[src/rtl/uart_rx.sv]
// UART receiver: 2-flop synchronizer, mid-bit sampling, LSB-first framing.
// Define UART_RX_PARITY_EN to add one parity bit (even, or odd with PARITY_ODD=1).
module uart_rx #(
   parameter int BAUD_DIV   = 5208,
   parameter int DATA_BITS  = 8,
   parameter int PARITY_ODD = 0
) (
   input  logic                 clk,
   input  logic                 rst_n,
   input  logic                 rx,
   output logic [DATA_BITS-1:0] dat,
   output logic                 dat_valid,
   output logic                 frame_err,
   output logic                 parity_err
);

   localparam int CW = $clog2(BAUD_DIV);
   localparam logic [CW-1:0] HALF_M1 = CW'(BAUD_DIV / 2 - 1);
   localparam logic [CW-1:0] FULL_M1 = CW'(BAUD_DIV - 1);
   localparam logic [3:0] LAST_BIT = 4'(DATA_BITS - 1);

   typedef enum logic [2:0] {
      S_IDLE   = 3'd0,
      S_START  = 3'd1,
      S_DATA   = 3'd2,
`ifdef UART_RX_PARITY_EN
      S_PARITY = 3'd3,
`endif
      S_STOP   = 3'd4
   } state_e;

   state_e               state_q, state_d;
   logic                 sync1_q;
   logic                 rxs_q;
   logic                 rxs_prev_q;
   logic [CW-1:0]        cnt_q, cnt_d;
   logic [3:0]           bit_q, bit_d;
   logic [DATA_BITS-1:0] shift_q, shift_d;
   logic                 brk_q, brk_d;
   logic                 done_q, done_d;
   logic                 stop_q, stop_d;
   logic [DATA_BITS-1:0] dat_q, dat_d;
   logic                 dat_valid_q, dat_valid_d;
   logic                 frame_err_q, frame_err_d;
   logic                 full_tick;

`ifdef UART_RX_PARITY_EN
   localparam logic ODD = (PARITY_ODD != 0);
   logic par_bad_q, par_bad_d;
   logic parity_err_q, parity_err_d;
`else
   logic unused_parity_odd;
   assign unused_parity_odd = (PARITY_ODD != 0);
`endif

   assign full_tick = (cnt_q == FULL_M1);

   always_comb begin
      state_d     = state_q;
      cnt_d       = full_tick ? '0 : cnt_q + 1'b1;
      bit_d       = bit_q;
      shift_d     = shift_q;
      brk_d       = brk_q;
      done_d      = 1'b0;
      stop_d      = stop_q;
      dat_d       = dat_q;
      dat_valid_d = 1'b0;
      frame_err_d = 1'b0;
`ifdef UART_RX_PARITY_EN
      par_bad_d    = par_bad_q;
      parity_err_d = 1'b0;
`endif

      if (rxs_q) begin
         brk_d = 1'b0;
      end

      // Result of the stop-bit sample is reported one cycle later
      if (done_q) begin
         if (!stop_q) begin
            frame_err_d = 1'b1;
`ifdef UART_RX_PARITY_EN
         end else if (par_bad_q) begin
            parity_err_d = 1'b1;
`endif
         end else begin
            dat_d       = shift_q;
            dat_valid_d = 1'b1;
         end
      end

      unique case (state_q)
         S_IDLE: begin
            cnt_d = '0;
            if (!rxs_q && rxs_prev_q && !brk_q) begin
               state_d = S_START;
            end
         end
         S_START: begin
            if (cnt_q == HALF_M1) begin
               cnt_d   = '0;
               bit_d   = '0;
               state_d = rxs_q ? S_IDLE : S_DATA;
            end
         end
         S_DATA: begin
            if (full_tick) begin
               shift_d = {rxs_q, shift_q[DATA_BITS-1:1]};
               bit_d   = bit_q + 4'd1;
               if (bit_q == LAST_BIT) begin
`ifdef UART_RX_PARITY_EN
                  state_d = S_PARITY;
`else
                  state_d = S_STOP;
`endif
               end
            end
         end
`ifdef UART_RX_PARITY_EN
         S_PARITY: begin
            if (full_tick) begin
               par_bad_d = rxs_q != (^shift_q ^ ODD);
               state_d   = S_STOP;
            end
         end
`endif
         S_STOP: begin
            if (full_tick) begin
               done_d  = 1'b1;
               stop_d  = rxs_q;
               state_d = S_IDLE;
               // A low stop bit may be a break: wait for idle
               if (!rxs_q) begin
                  brk_d = 1'b1;
               end
            end
         end
         default: begin
            state_d = S_IDLE;
            cnt_d   = '0;
         end
      endcase
   end

   always_ff @(posedge clk or negedge rst_n) begin
      if (!rst_n) begin
         sync1_q     <= 1'b1;
         rxs_q       <= 1'b1;
         rxs_prev_q  <= 1'b1;
         state_q     <= S_IDLE;
         cnt_q       <= '0;
         bit_q       <= '0;
         shift_q     <= '0;
         brk_q       <= 1'b0;
         done_q      <= 1'b0;
         stop_q      <= 1'b1;
         dat_q       <= '0;
         dat_valid_q <= 1'b0;
         frame_err_q <= 1'b0;
      end else begin
         sync1_q     <= rx;
         rxs_q       <= sync1_q;
         rxs_prev_q  <= rxs_q;
         state_q     <= state_d;
         cnt_q       <= cnt_d;
         bit_q       <= bit_d;
         shift_q     <= shift_d;
         brk_q       <= brk_d;
         done_q      <= done_d;
         stop_q      <= stop_d;
         dat_q       <= dat_d;
         dat_valid_q <= dat_valid_d;
         frame_err_q <= frame_err_d;
      end
   end

`ifdef UART_RX_PARITY_EN
   always_ff @(posedge clk or negedge rst_n) begin
      if (!rst_n) begin
         par_bad_q    <= 1'b0;
         parity_err_q <= 1'b0;
      end else begin
         par_bad_q    <= par_bad_d;
         parity_err_q <= parity_err_d;
      end
   end

   assign parity_err = parity_err_q;
`else
   assign parity_err = 1'b0;
`endif

   assign dat       = dat_q;
   assign dat_valid = dat_valid_q;
   assign frame_err = frame_err_q;

endmodule

[config.mk]
export PLATFORM = sky130hd
export DESIGN_NAME = uart_rx
export DESIGN_NICKNAME = d
export VERILOG_FILES = /design/src/rtl/uart_rx.sv
export SDC_FILE = /design/constraint.sdc
export NUM_CORES = 1
export LEC_CHECK = 0
export ABC_AREA = 1
export CORE_UTILIZATION = 55
export CTS_CLUSTER_DIAMETER = 150
export DETAILED_ROUTE_END_ITERATION = 10
export GPL_TIMING_DRIVEN = 0
export PLACE_DENSITY = 0.72
export SLEW_MARGIN = 20
export SYNTH_ARGS = -nofsm -noshare
export SYNTH_HDL_FRONTEND = slang
export SYNTH_SLANG_ARGS = --single-unit
[constraint.sdc]
create_clock -name clk -period 2.9 [get_ports clk]
set_clock_uncertainty 0.2 [all_clocks]
set_input_delay 0.29 -clock clk [delete_from_list [all_inputs] [get_ports clk]]
set_output_delay 0.29 -clock clk [all_outputs]
set_load 0.02 [all_outputs]
Word-level counts from Yosys, hierarchy flattened --
Index checks and enable logic that the tools add are counted.
Word-level totals: register bits after elaboration 44, input port bits 3, word-level logic and storage cells 61
Operators by class: $add $sub $neg 2, eq/ne operators 11, muxes and demuxes 23, reduce and logical (&&, ||, !) cells 12
Operators with widths (count):
- $mux 13 | 2
- $pmux 13 s2 | 1
- $mux 3 | 5
- $add 13x1->13 const B | 1
- $eq 13x12->1 const B | 1
- $eq 13x13->1 const B | 1
- $pmux 3 s4 | 1
- $mux 1 | 10
- $ne 2x2->1 const B | 5
- $mux 4 | 2
- $pmux 4 s2 | 1
- $reduce_and 2->1 | 3
- $reduce_and 5->1 | 1
- $add 4x1->4 const B | 1
- $eq 4x3->1 const B | 1
- $eq 3x1->1 const B | 1
- $eq 3x2->1 const B | 1
- $eq 3x3->1 const B | 1
- $logic_not 3->1 | 1
- $reduce_and 3->1 | 1
- $logic_and 1x1->1 | 2
- $logic_not 1->1 | 2
- $mux 2 | 1
- $reduce_bool 2->1 | 1
- $reduce_or 2->1 | 1

Logic depth before layout (Yosys ltp) --
Gate-level depths: netlist (run 1).
depth in word-level cells 5, mapped depth 10, depth with buffers taken out 9

Least setup slack after synthesis (run 1) --
No wires, ideal clock.
kind reg-to-reg, start point register cnt_q[0], end point register shift_q[5], arrival time 1265 ps, required time 2583 ps, setup slack 1317 ps, stages on the path, launching flop included 9, cell sequence dfrtp_1 -> ha_1 -> buf_4 -> nand4_1 -> nor2_4 -> nand3_4 -> buf_6 -> nand2_1 -> o21ai_2
Between the ends: cells in the longest elaborated chain, start to end 2
Ends and longest elaborated chain:
- start, declared | line 36 | logic [CW-1:0] cnt_q, cnt_d;
- start signal, assigned | line 165 | cnt_q <= cnt_d;
- $eq 13x13->1 | line 56 | assign full_tick = (cnt_q == FULL_M1);
- $reduce_and 2->1 (no source line)
- end signal, assigned | line 167 | shift_q <= shift_d;
- end, declared | line 38 | logic [DATA_BITS-1:0] shift_q, shift_d;
Every way passes these cells. A chain may end at the register's enable or synchronous reset.

Worst setup path after layout (run 1) --
start point register cnt_q[0], end point register shift_q[6]
The elaborated chain is that of the path after synthesis.

==> flow_summary.ini, run 1 <==
[status]
outcome = complete, no violations

[clock_tree]
clock_sinks = 44
clk_latency_ps = 300
cts-root-buf = clkbuf_8
cts_tree = done
cts-buffers-inserted = 5
cts_setup_buffers = 0
h-tree-depth = 2
clk_pin_slew_ps = 80
ctsLongestPathBuffers = 2
cts_resized = 0

[cells_and_area]
area_growth_pct = 14.95
fin_area_mm2 = 0.002616
fin_nets = 301
fillers = 334
most-common-layout-cells = nand2_1, dfrtp_1, nor2_1
diodes = 0
final_common_cell = nand2_1
drive_above_1_share = 0.1616

[detailed_routing]
routed_wl_um = 4057
highest_layer = met4
dr.pass1.iters = 4
wl_per_cell_um = 11.69
met3_length_um = 160
drt_iter0_markers = 107
vias = 1745
dr_wl_met2_um = 1790
drc_errors = 0
wl_met1_um = 2025
ant_nets = 0
avgViaCountPerCell = 5.029

[synth]
ys_warn_count = 0
syn-num-nets = 280
syn_inst = 275
ys_seq_area_frac = 0.4860
yosys_most_used_dff = dfrtp_1
ys_seq_elements = 44
syn_area_per_cell_um2 = 8.276
synth_edf_count = 0
syn_area_mm2 = 0.002276
synthArstFlopShare = 1.000
synth_cell_type_count = 30

[power_and_ir_drop]
seq_power_share = 0.425
power_mw = 1.582
power_frac_comb = 0.228
p_int_mw = 1.101
p_sw_uw = 480.9
ir_drop_uv = 404.9
power_density_mw_per_mm2 = 604.6
p_sw_frac = 0.3040
leakage_nw = 1.175
power_frac_clock = 0.348

[global_route]
grt_max_degree = 28
grt_antenna_before_repair = 0
grt_util_all_layers = 0.2207
grt_pass1_vias = 1536
grt_pass1_wl_um = 7003
grt_overflow = 0

[sta]
rsz0062_at_grt = false
finalHoldViolations = 0
setup_viol = 0
fmax_ghz = 0.5546
tns_ps = 0
fin_hold_ws_ps = 158.2
min_period_over_period = 0.6218
final_max_slew_viol_count = 0
fin_crit_ps = 1803

[setup_path]
crit_arrival_ps = 1790
critPathMaxFanout = 10
endpoint_kind = flip-flop
crit_required_ps = 2890
cp-start-kind = flip-flop
crit_type = reg -> reg

[floorplan]
die_x_um = 66.33
die_h_um = 66.33
io-pin-count = 14
coreArea_mm2 = 0.004000
die_area_mm2 = 0.004399
start_util = 0.5690
rows = 23

[worst_hold_path]
hold_class = reg -> reg

[flow_run]
cap_violations = 0

[placed_design]
gp_congestion = 0.9183
dp_hpwl_um = 3008
port-buffer-count = 12
place_area_mm2 = 0.002474
[layer usage]
metal	track usage	vias up
li1	-	907
met5	0	-
met3	0.06207	6
met1	0.3088	803
met2	0.3176	29
met4	0.09574	0
[area by class of cell]
cell class                      instances  area [um^2]  area share
Sequential cell                        44         1106      0.4228
Multi-Input combinational cell        189        982.2      0.3754
Timing Repair Buffer                   14        145.1     0.05548
Inverter                               36        135.1     0.05165
Clock buffer                            6        72.57     0.02774
Tap cell                               50        62.56     0.02391
Clock inverter                          2        60.06     0.02296
Buffer                                  6        52.55     0.02009
[worst paths after layout]
kind,slack (ps),cells after the start,end,from
setup / recovery,1100,8,shift_q[6],cnt_q[0]
hold / removal,160,0,rxs_q,sync1_q
setup reg to reg,1100,8,shift_q[6],cnt_q[0]
hold reg to reg,160,0,rxs_q,sync1_q
max in group asynchronous,1690,3,rxs_prev_q,rst_n
min in group asynchronous,250,2,cnt_q[6],rst_n
[flip-flops by register name (all words and copies together) (netlist names)]
register / count
bit_q: 4
dat_valid: 1
rxs_prev_q: 1
rxs_q: 1
stop_q: 1
brk_q: 1
shift_q: 8
sync1_q: 1
state_q: 3
done_q: 1
frame_err: 1
cnt_q: 13
dat: 8
[power groups by stage]
stage | Clock, mW | Combinational [mW] | Sequential [mW]
after floorplan | 0 | 0.283 | 0.679
after global placement | 0 | 0.358 | 0.683
after detailed placement | 0 | 0.361 | 0.685
after CTS | 0.568 | 0.364 | 0.673
after global routing | 0.588 | 0.409 | 0.676
final | 0.550 | 0.360 | 0.672
[what timing repair did]
| item | 4_1_cts | 5_1_grt |
|---|---|---|
| hold buffers | 1 | 0 |
| endpoints found under the setup margin | 0 | 0 |
| endpoints found under the hold margin | 15 | 0 |
[metrics by stage]
step	instances	util	worst slack (ps)
after floorplan	275	-	1317
after global placement	337	0.6146	131.8
after detailed placement	338	0.6184	1090
after CTS	347	0.6541	1077
after global routing	347	0.6541	980.0
final	347	0.6541	1097
[synthesized netlist by cell type (3+ instances only)]
library cell	count	area [um^2]
nand2_1	73	274.0
dfrtp_1	40	1001
nor2_1	38	142.6
inv_1	31	116.4
nand3_1	13	65.06
nand4_1	12	75.07
o21ai_0	9	45.04
o21ai_2	8	70.07
xor2_1	6	52.55
nand2_2	5	31.28
dfstp_2	4	105.1
inv_2	4	15.01
buf_6	3	33.78
nand2_4	3	33.78
nand3_2	3	30.03
nor3_1	3	15.01
[kinds of logic (layout without fill, tap and decap cells)]
family                     after synthesis  after routing  synth area share
adders and majority gates                2              2           0.01099
xor gates and xnor gates                 7              7           0.02694
other                                    1              1          0.001648
buffers and inverters                   42             64           0.08245
DFF                                     44             44            0.4860
AOI/OAI and AO/OA                       21             21           0.06047
and+or+nand+nor                        158            158            0.3315
[critical path, stage by stage (launching register included)]
cell	delay [ps]
dfrtp_1	390
ha_1	160
buf_4	150
nand4_1	170
nor2_4	170
nand3_4	140
buf_6	190
nand2_1	70
o21ai_2	50
Power figures use the tool's default switching activity.
==> run 2: changes to the inputs <==
==> constraint.sdc (replaced) <==
create_clock -name clk -period 1.7 [get_ports clk]
set_clock_uncertainty 0.2 [all_clocks]
set_input_delay 0.17 -clock clk [delete_from_list [all_inputs] [get_ports clk]]
set_output_delay 0.17 -clock clk [all_outputs]
set_load 0.02 [all_outputs]
==> run 2 against run 1 <==
  * Clock power grew 71%
  * Worst hold slack lost 85 ps
  * Register-to-register slack lost 1100 ps
  * Critical path depth shrank 1
==> flow_summary.ini, run 2 (synthesis results as in run 1) <==
[cells_and_area]
final_common_cell = nand2_1
utilization = 0.6903
largest_register_ffs = 13
regMostFlops = cnt_q
most-common-layout-cells = nand2_1, dfrtp_1, nor2_1
fin_cells = 355
area_growth_pct = 21.33
diodes = 0
fillers = 305
drive_above_1_share = 0.2361
fin_nets = 309

[detailed_routing]
drt_iter0_markers = 106
vias = 1796
dr.pass1.iters = 4
routed_wl_um = 4330
wl_met1_um = 2093
dr_wl_met2_um = 1948
avgViaCountPerCell = 5.059
highest_layer = met4
ant_nets = 0
wl_per_cell_um = 12.20
drc_errors = 0
met3_length_um = 206

[setup_path]
crit_type = reg -> reg
slowest_stage = dfrtp_1
cp-start-kind = flip-flop
rr_endpoint = shift_q[6]
critPathMaxFanout = 7
rrSetupSlack_ps = 20
endpoint_kind = flip-flop
r2r_start = cnt_q[1]
path_cells = ha_4 > nand4_1 > nor2_4 > nand3_4 > buf_8 > nand2_2 > o21ai_2
rr_worst_depth = 7
critPathMaxStageDelay_ps = 390
crit_arrival_ps = 1670
crit_required_ps = 1690

[floorplan]
die_area_mm2 = 0.004399
start_util = 0.5690
die_h_um = 66.33
die_x_um = 66.33
coreArea_mm2 = 0.004000
rows = 23
io-pin-count = 14

[clock_tree]
clk_pin_slew_ps = 80
cts_tree = done
cts-root-buf = clkbuf_8
h-tree-depth = 2
cts-buffers-inserted = 5
clk_latency_ps = 300
clock_sinks = 44
ctsLongestPathBuffers = 2

[sta]
fmax_ghz = 0.5957
fin_crit_ps = 1679
final_max_slew_viol_count = 0
finalHoldViolations = 0
min_period_over_period = 0.9875
worst_slack_ps = 21.29
setup_viol = 0
rsz0062_at_grt = true

[placed_design]
dp_hpwl_um = 3008
gp_congestion = 0.9183
port-buffer-count = 12
dp.cells = 338
place_ws_ps = -109.5

[global_route]
grt_pass1_vias = 1565
grt_antenna_before_repair = 0
grt_overflow = 0
grt_pass1_wl_um = 7141
grt_util_all_layers = 0.2244
grt_max_degree = 28

[worst_hold_path]
hold_depth = 1
hold_path.startpoint = rx
holdPathEnd = sync1_q
hold_class = in -> reg

[power_and_ir_drop]
power_density_mw_per_mm2 = 994.8
ir_drop_uv = 714.5
power_mw = 2.747
leakage_nw = 1.227

[flow_run]
cap_violations = 0

[status]
outcome = complete, no violations
==> run 2: report_power, final <==
| part | switching, mW | internal (mW) |
|---|---|---|
| registers | 0.0442 | 1.11 |
| clock network | 0.354 | 0.587 |
| logic | 0.442 | 0.213 |
==> run 2: metrics by stage <==
| step | hold slack [ps] | TNS [ps] | cell area (um^2) |
|---|---|---|---|
| 6_report | 73.13 | 0 | 2761 |
| 5_1_grt | 66.24 | -219.9 | 2761 |
| 4_1_cts | 63.00 | -252.9 | 2699 |
| 3_5_place_dp | -69.38 | -1383 | 2474 |
| 3_3_place_gp | 145.5 | -40520 | 2459 |
| 2_1_floorplan | -325.6 | 0 | 2276 |
==> run 2: layout make-up <==
type	instances	area, um^2	share of cell area
Clock buffer	6	72.57	0.02628
Tap cell	50	62.56	0.02266
Sequential cell	44	1109	0.4014
Inverter	36	135.1	0.04894
Buffer	5	48.80	0.01767
Clock inverter	2	60.06	0.02175
Timing Repair Buffer	23	244.0	0.08836
Multi-Input combinational cell	189	1030	0.3729
==> run 2: timing repair <==
item / 4_1_cts / 5_1_grt
buffers inserted: 5 / 3
endpoints found under the hold margin: 42 / 0
gates cloned: 1 / 0
pin swaps: 2 / 3
setup endpoints to repair: 23 / 27
hold buffers: 1 / 0
resized for setup: 7 / 17
==> run 2: worst max path at each step <==
| stage | startpoint | end | slack (ps) | depth (start not counted) |
|---|---|---|---|---|
| 2_1_floorplan | cnt_q[0] | shift_q[5] | 120 | 8 |
| 3_3_place_gp | rst_n | dat[5] | -950 | 1 |
| 3_5_place_dp | cnt_q[0] | shift_q[5] | -110 | 8 |
| 4_1_cts | cnt_q[0] | shift_q[2] | -40 | 8 |
| 5_1_grt | cnt_q[0] | shift_q[5] | -40 | 7 |
| 6_report | cnt_q[1] | shift_q[6] | 20 | 7 |
==> run 2: worst max-delay path, delay by kind of cell (launching register included) <==
kind                       cells  cell delay, ps
AOI/OAI and AO/OA              1              50
adders and majority gates      1             170
buffers and inverters          1             190
DFF                            1             390
and+or+nand+nor                4             580
==> run 2: per-layer routing <==
metal | global-route usage | vias to the layer above
li1 | - | 922
met1 | 0.3177 | 825
met2 | 0.3202 | 44
met3 | 0.06207 | 5
met4 | 0.09574 | 0
met5 | 0 | -
